File: config.mk
export PLATFORM = sky130hd
export DESIGN_NAME = wm8731_init_seq
export DESIGN_NICKNAME = d
export VERILOG_FILES = /design/src/rtl/wm8731_init_seq.sv
export SDC_FILE = /design/constraint.sdc
export NUM_CORES = 1
export LEC_CHECK = 0
export ABC_AREA = 0
export CAP_MARGIN = 20
export CORE_AREA = 3 3 72 74
export CTS_BUF_LIST = sky130_fd_sc_hd__clkbuf_8
export CTS_CLUSTER_SIZE = 14
export DETAILED_ROUTE_END_ITERATION = 10
export DIE_AREA = 0 0 75 77
export GPL_TIMING_DRIVEN = 0
export HOLD_SLACK_MARGIN = 0.15
export PLACE_DENSITY = 0.91
export SYNTH_ARGS = -nofsm -noshare
export SYNTH_HDL_FRONTEND = slang
export SYNTH_SLANG_ARGS = --single-unit
File: constraint.sdc
create_clock -name clk -period 2.15 [get_ports clk]
set_input_delay 0.43 -clock clk [delete_from_list [all_inputs] [get_ports clk]]
set_output_delay 0.43 -clock clk [all_outputs]
set_load 0.01 [all_outputs]
File: src/rtl/wm8731_init_seq.sv
// wm8731_init_seq -- walks the WM8731 codec register init table through an
// external I2C write master, then accepts single user register writes.
// Each word goes through LOAD -> LAUNCH -> XFER -> GAP.
// Optional feature: define WM8731_INIT_AUTOSTART_EN to have the table run
// right after reset is released, without waiting for a start pulse.
module wm8731_init_seq #(
    parameter int GAP_CYCLES     = 16,
    parameter int LAUNCH_TIMEOUT = 8
) (
    input  logic        clk,
    input  logic        reset,
    input  logic        start,
    input  logic        usr_req,
    input  logic [23:0] usr_data,
    output logic        usr_ack,
    input  logic        i2c_idle,
    output logic [23:0] din,
    output logic        wr_i2c,
    output logic        busy,
    output logic        init_done,
    output logic        err,
    output logic [3:0]  step
);

    typedef enum logic [2:0] {
        S_IDLE,
        S_LOAD,
        S_LAUNCH,
        S_XFER,
        S_GAP
    } state_e;

    // One counter serves both the launch timeout and the inter-write gap.
    localparam int CNT_MAX = (GAP_CYCLES > LAUNCH_TIMEOUT) ? GAP_CYCLES : LAUNCH_TIMEOUT;
    localparam int CNT_W   = (CNT_MAX > 1) ? $clog2(CNT_MAX) : 1;

    localparam logic [CNT_W-1:0] GAP_LAST    = CNT_W'(GAP_CYCLES - 1);
    localparam logic [CNT_W-1:0] LAUNCH_LAST = CNT_W'(LAUNCH_TIMEOUT - 1);
    localparam logic [3:0]       LAST_STEP   = 4'd10;

`ifdef WM8731_INIT_AUTOSTART_EN
    localparam logic PEND_RST = 1'b1;
`else
    localparam logic PEND_RST = 1'b0;
`endif

    // Codec init table; entry 0 resets the codec (R15) before anything else.
    function automatic logic [23:0] table_word(input logic [3:0] idx);
        case (idx)
            4'd0:    table_word = 24'h341E00;
            4'd1:    table_word = 24'h340C00;
            4'd2:    table_word = 24'h340017;
            4'd3:    table_word = 24'h340217;
            4'd4:    table_word = 24'h340479;
            4'd5:    table_word = 24'h340679;
            4'd6:    table_word = 24'h340812;
            4'd7:    table_word = 24'h340A00;
            4'd8:    table_word = 24'h340E02;
            4'd9:    table_word = 24'h341000;
            4'd10:   table_word = 24'h341201;
            default: table_word = 24'h000000;
        endcase
    endfunction

    state_e           state_q, state_d;
    logic [23:0]      din_q, din_d;
    logic             wr_i2c_q, wr_i2c_d;
    logic             usr_ack_q, usr_ack_d;
    logic             busy_q, busy_d;
    logic             init_done_q, init_done_d;
    logic             err_q, err_d;
    logic [3:0]       step_q, step_d;
    logic [CNT_W-1:0] cnt_q, cnt_d;
    logic             pend_q, pend_d;
    logic             user_q, user_d;   // current word came from the user port

    // Next-state and next-output logic for the sequencer.
    always_comb begin
        // NOTE: every signal gets a default first so no path can infer a latch.
        state_d     = state_q;
        din_d       = din_q;
        wr_i2c_d    = 1'b0;
        usr_ack_d   = 1'b0;
        init_done_d = init_done_q;
        err_d       = err_q;
        step_d      = step_q;
        cnt_d       = cnt_q;
        pend_d      = pend_q;
        user_d      = user_q;

        // A start that arrives mid-word is remembered and run at the next IDLE.
        if (start && (state_q != S_IDLE)) begin
            pend_d = 1'b1;
        end

        unique case (state_q)
            S_IDLE: begin
                if (start || pend_q) begin
                    step_d      = 4'd0;
                    init_done_d = 1'b0;
                    err_d       = 1'b0;
                    pend_d      = 1'b0;
                    din_d       = table_word(4'd0);
                    user_d      = 1'b0;
                    cnt_d       = '0;
                    state_d     = S_LOAD;
                end else if (usr_req && init_done_q) begin
                    din_d     = usr_data;
                    usr_ack_d = 1'b1;
                    user_d    = 1'b1;
                    cnt_d     = '0;
                    state_d   = S_LOAD;
                end
            end

            S_LOAD: begin
                if (i2c_idle) begin
                    wr_i2c_d = 1'b1;
                    cnt_d    = '0;
                    state_d  = S_LAUNCH;
                end
            end

            S_LAUNCH: begin
                if (!i2c_idle) begin
                    state_d = S_XFER;
                end else if (cnt_q == LAUNCH_LAST) begin
                    // Master never acknowledged the strobe: give up on the sequence.
                    err_d       = 1'b1;
                    init_done_d = 1'b0;
                    cnt_d       = '0;
                    state_d     = S_IDLE;
                end else begin
                    cnt_d = cnt_q + 1'b1;
                end
            end

            S_XFER: begin
                if (i2c_idle) begin
                    cnt_d   = '0;
                    state_d = S_GAP;
                end
            end

            S_GAP: begin
                if (cnt_q == GAP_LAST) begin
                    cnt_d = '0;
                    if (user_q) begin
                        state_d = S_IDLE;
                    end else if (step_q == LAST_STEP) begin
                        init_done_d = 1'b1;
                        state_d     = S_IDLE;
                    end else begin
                        step_d  = step_q + 4'd1;
                        din_d   = table_word(step_q + 4'd1);
                        state_d = S_LOAD;
                    end
                end else begin
                    cnt_d = cnt_q + 1'b1;
                end
            end

            default: begin
                state_d = S_IDLE;
            end
        endcase

        busy_d = (state_d != S_IDLE);
    end

    // State and registered outputs, with synchronous reset.
    always_ff @(posedge clk) begin
        if (reset) begin
            state_q     <= S_IDLE;
            din_q       <= '0;
            wr_i2c_q    <= 1'b0;
            usr_ack_q   <= 1'b0;
            busy_q      <= 1'b0;
            init_done_q <= 1'b0;
            err_q       <= 1'b0;
            step_q      <= '0;
            cnt_q       <= '0;
            pend_q      <= PEND_RST;
            user_q      <= 1'b0;
        end else begin
            // NOTE: non-blocking assignments so every flop samples pre-edge values.
            state_q     <= state_d;
            din_q       <= din_d;
            wr_i2c_q    <= wr_i2c_d;
            usr_ack_q   <= usr_ack_d;
            busy_q      <= busy_d;
            init_done_q <= init_done_d;
            err_q       <= err_d;
            step_q      <= step_d;
            cnt_q       <= cnt_d;
            pend_q      <= pend_d;
            user_q      <= user_d;
        end
    end

    assign din       = din_q;
    assign wr_i2c    = wr_i2c_q;
    assign usr_ack   = usr_ack_q;
    assign busy      = busy_q;
    assign init_done = init_done_q;
    assign err       = err_q;
    assign step      = step_q;

endmodule

---- After elaboration in Yosys (flattened, before gate mapping) ----
Memory sizes are Yosys's and may differ from the RTL's.
Cells that the tools add are included.
operators by class
  bitwise gates (word level) .............. 2
  add/subtract/negate cells ............... 2
  reductions and logical operators ........ 20
  muxes and demuxes ....................... 45
  equality and inequality tests ........... 16
operators with widths
  kind                                                              count
  24-bit 2-to-1 mux                                                 5
  24-bit one-hot mux with 2 select lines                            1
  4-bit 2-to-1 mux                                                  10
  3-bit 2-to-1 mux                                                  7
  1-bit 2-to-1 mux                                                  17
  4-bit one-hot mux with 4 select lines                             1
  3-bit one-hot mux with 5 select lines                             1
  2-bit inequality test (second input constant)                     7
  5-bit AND reduction                                               2
  3-bit nonzero test                                                3
  4-bit by 1-bit adder with 4-bit output (second input constant)    2
  4-bit == test (second input constant)                             2
  4-bit one-hot mux with 2 select lines                             1
  4-bit AND reduction                                               2
  7-bit AND reduction                                               1
  3-bit by 2-bit == test with 1-bit output (second input constant)  2
  2-bit nonzero test                                                3
  4-bit by 3-bit == test with 1-bit output (second input constant)  1
  4-bit nonzero test                                                1
  2-bit OR reduction                                                2
  3-bit by 1-bit == test with 1-bit output (second input constant)  1
  3-bit == test (second input constant)                             1
  3-bit zero test                                                   1
  3-bit inequality test (second input constant)                     1
  other kinds (8)                                                   10
word-level totals
  flip-flop bits (word level) ............. 42
  input bits .............................. 29
  output and inout port bits .............. 33
  word-level logic and storage cells ...... 97
  memory bits (read-only) ................. 224
  memories ................................ 1
memory list
  memory           depth  bits a word  rd ports  clocked after Yosys merged registers in  wr ports  line  RTL
  (no name shown)  16     14           1         0                                        0         49    case (idx)

---- Longest topological paths before layout ----
Gate-level depths: netlist of run 1.
  depth after elaboration ................. 6
  mapped depth ............................ 8
  depth with buffers taken out ............ 6

---- Worst setup path after synthesis of run 1 ----
OpenSTA, ideal clock, no wires.
  kind .................................... register -> register
  start ................................... register step_q[1] (netlist: step[1])
  end ..................................... register din_q[0] (netlist: din[0])
  library setup time ...................... 0.088 ns
  period minus slack after synthesis ...... 1.968 ns
  data arrival time ....................... 1.880 ns
  stages on the path, launching flop included .. 6
  buffers on the path ..................... 0
  path slack .............................. 0.182 ns
  required time ........................... 2.062 ns
  cells stage by stage .................... dfxtp_1 ha_1 xor2_1 ha_1 or3_1 a311oi_2
between the ends
  cells in the longest elaborated chain, start to end .. 6
  elaborated cells between the ends (all ways) .. 9
  classes of those cells .................. add/sub: 1; eq/ne: 2; mux: 4; reduce/logical: 1; memory: 1
ends and longest elaborated chain
  item                                    line  RTL
  start, declared                         72    logic [3:0] step_q, step_d;
  start signal, assigned                  194   step_q <= step_d;
  4-bit by 1-bit adder with 4-bit output  155   din_d = table_word(step_q + 4'd1);
  memory 16 x 14 bit                      --
  24-bit 2-to-1 mux                       150   end else if (step_q == LAST_STEP) begin
  24-bit 2-to-1 mux                       148   if (user_q) begin
  24-bit 2-to-1 mux                       146   if (cnt_q == GAP_LAST) begin
  24-bit one-hot mux with 2 select lines  96    unique case (state_q)
  end signal, assigned                    188   din_q <= din_d;
  end, declared                           66    logic [23:0] din_q, din_d;
Several ways; a longest one is shown, not always the timed one. The select of a mux whose other input is x is not followed.
A chain may end at the register's enable or synchronous reset.

---- Worst setup path in the final report of run 1 ----
  start ................................... register step_q[0] (netlist: step[0])
  end ..................................... register din_q[14] (netlist: din[14])
between the ends
  cells in the longest elaborated chain, start to end .. 3
ends and longest elaborated chain
  item                             line
  4-bit == test                    150
  2-bit inequality test (no line)  --
  5-bit AND reduction (no line)    --
No other way between the ends.

==> results.sh, run 1 <==
export IMPL_status="complete, no violations"
export IMPL_io_pins=62
export IMPL_area_growth_synth_to_final_pct=36.6
export IMPL_syn_area_per_cell_sq_um=8.70
export IMPL_final_cells=384
export IMPL_antenna_found_initial=0
export IMPL_die_w_microns=75
export IMPL_syn_inst=261
export IMPL_synth_warnings=0
export IMPL_slew_limit_headroom_pct=61.5
export IMPL_crit_required_ps=2370
export IMPL_cp_max_fo=10
export IMPL_end_kind="flip-flop"
export IMPL_dp_slack_ps=-420
export IMPL_power_density_mw_per_mm2=685
export IMPL_drt_iter0_drc=157
export IMPL_p_total_mw=2.13
export IMPL_fin_ws_ps=93.2
export IMPL_fmax_mhz=486
export IMPL_holdWs_ps=482
export IMPL_drc=0
export IMPL_cts_tree="done"
export IMPL_fin_crit_ps=2060
export IMPL_grt_max_degree=14
export IMPL_port_buffers=61
export IMPL_yosysSeqAreaShare_pct=37.0
export IMPL_fin_setup_tns_ps=0
export IMPL_die_h_microns=77
export IMPL_dieArea_sq_mm=0.00578
export IMPL_initial_core_util_pct=48.7
export IMPL_yosys_area_top_type_share_pct=37.0
export IMPL_place_inst=376
export IMPL_synth_area_sq_mm=0.00227
export IMPL_drt_vias_per_instance=6.20
export IMPL_cts_hold_buf=0
export IMPL_cts_buffer_depth=2
export IMPL_wl_met2_microns=3190
export IMPL_synth_distinct_cells=57
export IMPL_grt_pass1_wl_microns=10700
export IMPL_p_leak_nw=1.12
export IMPL_htree_levels=2
export IMPL_ant_nets=0
export IMPL_synth_ff_type="dfxtp_1"
export IMPL_hold_viol=0
export IMPL_vias=2382
export IMPL_overflow=0
export IMPL_critPathLaunchType="flip-flop"
export IMPL_async_reset_ff_share_pct=0
export IMPL_root_buffer="clkbuf_8"
export IMPL_core_area_sq_mm=0.00466
export IMPL_grt_pass1_vias=2292
export IMPL_num_antenna_cells=0
export IMPL_synth_area_leaders="dfxtp_1 (37%), a21oi_1 (7.9%), ha_1 (3.9%)"
export IMPL_layout_commonest_cell="clkdlybuf4s50_1"
export IMPL_synth_edf_count=0
export IMPL_cts_sinks=42
export IMPL_synth_seq_cells=42
export IMPL_cts_buffers=5
export IMPL_gp_congestion=0.901
export IMPL_dr_wl_met3_microns=514
export IMPL_top_layer_used="met4"
export IMPL_period_share_pct=95.7
export IMPL_final_nets=365
export IMPL_clk_latency_ps=300
export IMPL_fillers=370
export IMPL_clkSlewWorstSetupHoldPaths_ps=80
export IMPL_maxCapViolations=0
export IMPL_skew_ps=10.8
export IMPL_setup_viol=0
export IMPL_drive_gt1_share_pct=12.7
export IMPL_synthesis_nets=297
export IMPL_hpwl_microns=4750
export IMPL_drt_met1_wl_microns=2790
export IMPL_fp_row_count=25
export IMPL_drtPass1Iterations=4
export IMPL_grt_use_total_pct=23.9
export IMPL_synth_largest_area_cell="dfxtp_1"
export IMPL_crit_type="reg -> reg"
export IMPL_arrival_ps=2280
export IMPL_layout_common_cells="clkdlybuf4s50_1 (61), dfxtp_1 (40), a21oi_1 (36)"
export IMPL_ir_worst_vdd_mv=0.420
export IMPL_finalWirelength_microns=6660
export IMPL_tightest_slew_ps=578
export IMPL_slew_viol_final=0
export IMPL_holdCritPathClass="reg -> reg"
export IMPL_wire_per_inst_microns=17.3
export IMPL_postCtsSetupBuffers=0
-- final timing paths --
check	from	end	slack, ps	cells after the start
max	step[0]$_SDFFE_PP0P_	din[14]$_SDFFE_PP0P_	90	8
min	din[13]$_SDFFE_PP0P_	din[13]$_SDFFE_PP0P_	480	2
max reg2reg	step[0]$_SDFFE_PP0P_	din[14]$_SDFFE_PP0P_	90	8
min reg2reg	din[13]$_SDFFE_PP0P_	din[13]$_SDFFE_PP0P_	480	2
-- cell families (layout without fill, tap and decap cells) --
family | after synthesis | count (layout) | synth area share (%)
buffers and inverters | 29 | 98 | 6.39
adders and majority gates | 7 | 7 | 3.86
xor gates and xnor gates | 5 | 5 | 2.26
and+or+nand+nor | 74 | 74 | 19.1
AOI/OAI and AO/OA | 102 | 102 | 30.3
DFF | 42 | 42 | 37.0
muxes | 2 | 2 | 1.10
-- synthesized netlist by cell type, types with 2 or more instances --
library cell and count:
buf_2 8, o21ai_1 13, a311oi_1 6, inv_1 7, and3_1 2, o211ai_1 2
a22oi_1 2, nand2_1 12, a311oi_2 2, a211oi_1 6, xnor2_1 2, o32ai_1 2
nor2_2 3, nor2_1 8, a211o_1 3, clkbuf_1 8, or3_1 3, and4_1 2
nand4_1 14, nor2b_1 3, o21ai_0 12, nand3_1 9, a21oi_1 36, a221oi_1 2
ha_1 7, buf_6 2, a32oi_1 6, dfxtp_1 42, nor3_1 6, xor2_1 2
buf_4 3
-- layer usage --
metal	vias up	track usage (%)
met2	99	37.3
met4	0	10.9
met3	15	4.85
met5	-	0
li1	1129	-
met1	1139	31.1
-- power by group --
part	total, mW	internal [mW]	switching, mW
Clock	0.629	0.342	0.287
Combinational	0.615	0.287	0.328
Sequential	0.882	0.844	0.0375
-- state kept, by name, indices dropped and copies added, names as in the netlist --
signal     cells
din           24
cnt_q          4
step           4
state_q        3
busy           1
err            1
init_done      1
pend_q         1
user_q         1
usr_ack        1
wr_i2c         1
-- critical path: stages, from the launching register on --
cell      delay [ps]
dfxtp_2          400
inv_1            120
ha_1             260
and4b_1          270
a211oi_2         260
buf_6            200
buf_4            180
nand4_1          110
a21oi_1          180
-- through the flow --
| step | area [sq um] | util (%) |
|---|---|---|
| after CTS | 3070 | 66.0 |
| after detailed placement | 2950 | 63.3 |
| after global placement | 2950 | 63.3 |
| final | 3100 | 66.6 |
| after floorplan | 2270 | - |
| after global routing | 3100 | 66.6 |
-- what timing repair did --
action / 4_1_cts / 5_1_grt
setup endpoints to repair: 21 / 22
pin swaps: 0 / 3
endpoints found under the hold margin: 0 / 0
gates resized for setup: 4 / 8
-- area by class of cell --
| type | instances | area, sq um | share of cell area [%] |
|---|---|---|---|
| Inverter | 8 | 30.0 | 0.968 |
| Timing Repair Buffer | 61 | 611 | 19.7 |
| Sequential cell | 42 | 843 | 27.2 |
| Tap cell | 54 | 67.6 | 2.18 |
| Buffer | 21 | 125 | 4.03 |
| Clock inverter | 3 | 41.3 | 1.33 |
| Clock buffer | 5 | 68.8 | 2.22 |
| Multi-Input combinational cell | 190 | 1320 | 42.4 |
Power figures use the tool's default switching activity.
==> run 2: changes to the inputs <==
--- a/config.mk
+++ b/config.mk
@@ -7,14 +7,13 @@
 export LEC_CHECK = 0
 export ABC_AREA = 0
 export CAP_MARGIN = 20
-export CORE_AREA = 3 3 72 74
-export CTS_BUF_LIST = sky130_fd_sc_hd__clkbuf_8
+export CORE_AREA = 3 3 67 82
 export CTS_CLUSTER_SIZE = 14
 export DETAILED_ROUTE_END_ITERATION = 10
-export DIE_AREA = 0 0 75 77
+export DIE_AREA = 0 0 70 85
 export GPL_TIMING_DRIVEN = 0
 export HOLD_SLACK_MARGIN = 0.15
-export PLACE_DENSITY = 0.91
+export PLACE_DENSITY = 0.89
 export SYNTH_ARGS = -nofsm -noshare
 export SYNTH_HDL_FRONTEND = slang
 export SYNTH_SLANG_ARGS = --single-unit
==> results.sh, run 2 (same netlist as run 1, synthesis figures left out) <==
export IMPL_status="complete, no violations"
export IMPL_crit_required_ps=2310
export IMPL_io_pins=62
export IMPL_drc=0
export IMPL_pwr_share_seq_pct=44.8
export IMPL_cp_max_fo=10
export IMPL_maxCapViolations=0
export IMPL_drive_gt1_share_pct=11.6
export IMPL_layout_common_cells="clkdlybuf4s50_1 (61), dfxtp_1 (41), a21oi_1 (36)"
export IMPL_p_total_mw=1.96
export IMPL_initial_core_util_pct=47.0
export IMPL_area_growth_synth_to_final_pct=35.1
export IMPL_holdWs_ps=479
export IMPL_largest_reg_flops=24
export IMPL_slew_limit_headroom_pct=61.2
export IMPL_fin_ws_ps=88.5
export IMPL_ant_nets=0
export IMPL_power_density_mw_per_mm2=640
export IMPL_intPower_mw=1.35
export IMPL_final_cells=389
export IMPL_ir_worst_vdd_mv=0.435
export IMPL_clkSlewWorstSetupHoldPaths_ps=70
export IMPL_drt_vias_per_instance=5.97
export IMPL_skew_ps=6.63
export IMPL_gp_congestion=0.955
export IMPL_grt_pass1_wl_microns=10600
export IMPL_arrival_ps=2220
export IMPL_finalWirelength_microns=6580
export IMPL_die_w_microns=70
export IMPL_grt_pass1_vias=2240
export IMPL_fin_crit_ps=2060
export IMPL_antenna_found_initial=0
export IMPL_final_core_util_pct=63.5
export IMPL_htree_levels=2
export IMPL_cts_tree="done"
export IMPL_cts_hold_buf=0
export IMPL_critPathLaunchType="primary input"
export IMPL_dp_slack_ps=-328
export IMPL_wire_per_inst_microns=16.9
export IMPL_fmax_mhz=485
export IMPL_fin_setup_tns_ps=0
export IMPL_fin_area_sq_mm=0.00307
export IMPL_p_leak_nw=1.10
export IMPL_cts_buffer_depth=2
export IMPL_port_buffers=61
export IMPL_swShare_pct=31.1
export IMPL_clk_latency_ps=300
export IMPL_num_antenna_cells=0
export IMPL_fp_row_count=28
export IMPL_root_buffer="clkbuf_8"
export IMPL_place_inst=382
export IMPL_slew_viol_final=0
export IMPL_core_area_sq_mm=0.00483
export IMPL_crit_type="in -> reg"
export IMPL_cts_sinks=42
export IMPL_end_kind="flip-flop"
export IMPL_grt_use_total_pct=22.0
export IMPL_drt_iter0_drc=177
export IMPL_layout_commonest_cell="clkdlybuf4s50_1"
export IMPL_vias=2323
export IMPL_grt_max_degree=12
export IMPL_power_frac_comb_pct=30.7
export IMPL_holdCritPathClass="reg -> reg"
export IMPL_die_h_microns=85
export IMPL_cts_buffers=5
export IMPL_postCtsSetupBuffers=0
export IMPL_period_share_pct=95.9
export IMPL_hpwl_microns=4780
export IMPL_overflow=0
export IMPL_clkPwrFrac_pct=24.5
export IMPL_final_nets=365
export IMPL_power_switching_uw=611
export IMPL_tightest_slew_ps=582
export IMPL_place_area_sq_mm=0.00296
export IMPL_dieArea_sq_mm=0.00595
export IMPL_setup_viol=0
export IMPL_drtPass1Iterations=4
export IMPL_hold_viol=0
export IMPL_ctsResizeCount=3
-- run 2: routing by layer --
metal	vias to the layer above	part of all wire [%]	track usage [%]
li1	1134	-	-
met2	67	49	37.7
met1	1108	44	27.0
met4	0	2.2	7.84
met3	14	5.2	4.98
met5	-	0	0
-- run 2: cell type report --
cell class	instances	area (sq um)
Fill cell	444	1770
Clock buffer	7	76.3
Multi-Input combinational cell	190	1310
Tap cell	60	75.1
Timing Repair Buffer	61	611
Buffer	21	123
Inverter	8	30.0
Sequential cell	42	842
-- run 2: power by group through the flow --
| stage | Combinational, mW | Sequential, mW | Clock (mW) |
|---|---|---|---|
| floorplan | 0.301 | 0.923 | 0 |
| global placement | 0.575 | 0.895 | 0 |
| detailed placement | 0.584 | 0.897 | 0 |
| CTS | 0.591 | 0.880 | 0.490 |
| global route | 0.651 | 0.886 | 0.518 |
| finish | 0.604 | 0.880 | 0.480 |
-- run 2: final timing paths --
kind,cells past startpoint,from,endpoint,slack [ps]
hold reg to reg,2,din[17]$_SDFFE_PP0P_,din[17]$_SDFFE_PP0P_,480
hold / removal,2,din[17]$_SDFFE_PP0P_,din[17]$_SDFFE_PP0P_,480
setup reg to reg,7,step[0]$_SDFFE_PP0P_,din[18]$_SDFFE_PP0P_,110
setup / recovery,6,usr_req,din[9]$_SDFFE_PP0P_,90
-- run 2: critical path, cell delays in order --
cell	delay, ps
clkdlybuf4s50_1	470
a211oi_1	430
nand2_1	280
clkbuf_1	300
a21oi_1	240
a311oi_2	60
==> run 3: changes to the inputs <==
--- a/config.mk
+++ b/config.mk
@@ -7,13 +7,12 @@
 export LEC_CHECK = 0
 export ABC_AREA = 0
 export CAP_MARGIN = 20
-export CORE_AREA = 3 3 67 82
+export CORE_AREA = 3 3 71 86
 export CTS_CLUSTER_SIZE = 14
 export DETAILED_ROUTE_END_ITERATION = 10
-export DIE_AREA = 0 0 70 85
-export GPL_TIMING_DRIVEN = 0
+export DIE_AREA = 0 0 74 89
 export HOLD_SLACK_MARGIN = 0.15
-export PLACE_DENSITY = 0.89
+export PLACE_DENSITY = 0.85
 export SYNTH_ARGS = -nofsm -noshare
 export SYNTH_HDL_FRONTEND = slang
 export SYNTH_SLANG_ARGS = --single-unit
==> constraint.sdc (replaced) <==
create_clock -name clk -period 1.7 [get_ports clk]
set_input_delay 0.34 -clock clk [delete_from_list [all_inputs] [get_ports clk]]
set_output_delay 0.34 -clock clk [all_outputs]
set_load 0.01 [all_outputs]
==> results.sh, run 3 (same netlist as run 1, synthesis figures left out) <==
export IMPL_drt_vias_per_instance=5.92
export IMPL_grt_pass1_wl_microns=11600
export IMPL_end_kind="flip-flop"
export IMPL_htree_levels=2
export IMPL_status="finished, violations left"
export IMPL_crit_type="reg -> reg"
export IMPL_area_growth_synth_to_final_pct=62.0
export IMPL_hold_viol=0
export IMPL_fin_crit_ps=1740
export IMPL_ant_nets=0
export IMPL_arrival_ps=1940
export IMPL_grt_pass1_vias=2409
export IMPL_p_total_mw=2.85
export IMPL_drive_gt1_share_pct=31.3
export IMPL_largest_reg_flops=24
export IMPL_period_share_pct=102
export IMPL_vias=2539
export IMPL_skew_ps=5.45
export IMPL_slew_limit_headroom_pct=72.5
export IMPL_ir_worst_vdd_mv=0.591
export IMPL_overflow=0
export IMPL_clkSlewWorstSetupHoldPaths_ps=80
export IMPL_holdWs_ps=484
export IMPL_num_antenna_cells=0
export IMPL_final_core_util_pct=69.0
export IMPL_die_h_microns=89
export IMPL_critPathLaunchType="flip-flop"
export IMPL_clk_latency_ps=290
export IMPL_tightest_slew_ps=411
export IMPL_gp_congestion=0.942
export IMPL_final_nets=402
export IMPL_fin_ws_ps=-35.5
export IMPL_wire_per_inst_microns=18.0
export IMPL_power_density_mw_per_mm2=774
export IMPL_dieArea_sq_mm=0.00659
export IMPL_antenna_found_initial=0
export IMPL_drc=0
export IMPL_cts_sinks=42
export IMPL_cts_buffer_depth=2
export IMPL_finalWirelength_microns=7710
export IMPL_initial_core_util_pct=42.6
export IMPL_slew_viol_final=0
export IMPL_cts_tree="done"
export IMPL_place_inst=416
export IMPL_core_area_sq_mm=0.00533
export IMPL_port_buffers=61
export IMPL_final_cells=429
export IMPL_hpwl_microns=5020
export IMPL_cts_buffers=5
export IMPL_layout_commonest_cell="clkdlybuf4s50_1"
export IMPL_fin_setup_tns_ps=-148
export IMPL_fmax_mhz=576
export IMPL_crit_required_ps=1900
export IMPL_drt_iter0_drc=206
export IMPL_io_pins=62
export IMPL_drtPass1Iterations=4
export IMPL_cp_max_fo=8
export IMPL_p_leak_nw=1.41
export IMPL_grt_use_total_pct=22.5
export IMPL_holdCritPathClass="reg -> reg"
export IMPL_rsz0062_at_grt="yes"
export IMPL_die_w_microns=74
export IMPL_layout_common_cells="clkdlybuf4s50_1 (58), buf_4 (50), dfxtp_1 (37)"
export IMPL_root_buffer="clkbuf_8"
export IMPL_violations="setup timing"
export IMPL_fillers=403
export IMPL_setup_viol=7
export IMPL_fp_row_count=29
export IMPL_grt_max_degree=25
export IMPL_maxCapViolations=0
==> run 3: cell count changes in the layout (fill, tap and decap cells not counted), moves of 5 or more <==
cell,before,now
buf_4,3,50
buf_2,7,0
clkbuf_1,9,0
ha_1,7,2
==> run 3: what timing repair did <==
action / in CTS / in global routing
cloned: 1 / 0
endpoints found under the setup margin: 31 / 33
hold buffers: 0 / 0
pin swaps: 11 / 17
gates resized for setup: 19 / 29
buffers inserted: 3 / 3
==> run 3: area by class of cell <==
class,count,area (sq um),area share [%]
inverters,8,32.5,0.884
clock inverters,3,40.0,1.09
repair buffers,119,1110,30.2
flip-flops and latches,42,855,23.2
clock buffers,5,68.8,1.87
multi-input cells,190,1500,40.6
well taps,62,77.6,2.11
==> run 3: critical path: stages, from the launching register on <==
cell and delay (ps):
dfxtp_4 370, inv_2 50, ha_4 160, and4b_2 240, a211oi_4 320, buf_6 190
a21oi_2 60, a311oi_2 260
==> run 3: metrics by stage <==
stage	cell area [sq um]	setup WS [ps]
floorplan	2320	-21.0
global placement	3330	-205
detailed placement	3330	-267
CTS	3590	-7.28
global route	3680	-106
finish	3680	-35.5
==> run 3: worst paths after layout <==
kind	start	to	slack (ps)	cells past startpoint
max	step[0]$_SDFFE_PP0P_	din[10]$_SDFFE_PP0P_	-40	7
min reg2reg	din[8]$_SDFFE_PP0P_	din[8]$_SDFFE_PP0P_	480	2
min	din[8]$_SDFFE_PP0P_	din[8]$_SDFFE_PP0P_	480	2
max reg2reg	step[0]$_SDFFE_PP0P_	din[10]$_SDFFE_PP0P_	-40	7
==> run 3: report_power, final <==
part | internal [mW] | switching (mW) | leakage (nW)
Combinational | 0.482 | 0.462 | 1.00
Sequential | 1.06 | 0.0582 | 0.347
Clock | 0.432 | 0.349 | 0.0579
==> run 3: routing by layer <==
metal	vias to the layer above	part of all wire (%)	track usage [%]
met5	-	0	0
met4	0	2.1	6.26
met3	18	6.5	3.71
met2	104	53	40.7
met1	1214	39	27.1
li1	1203	-	-
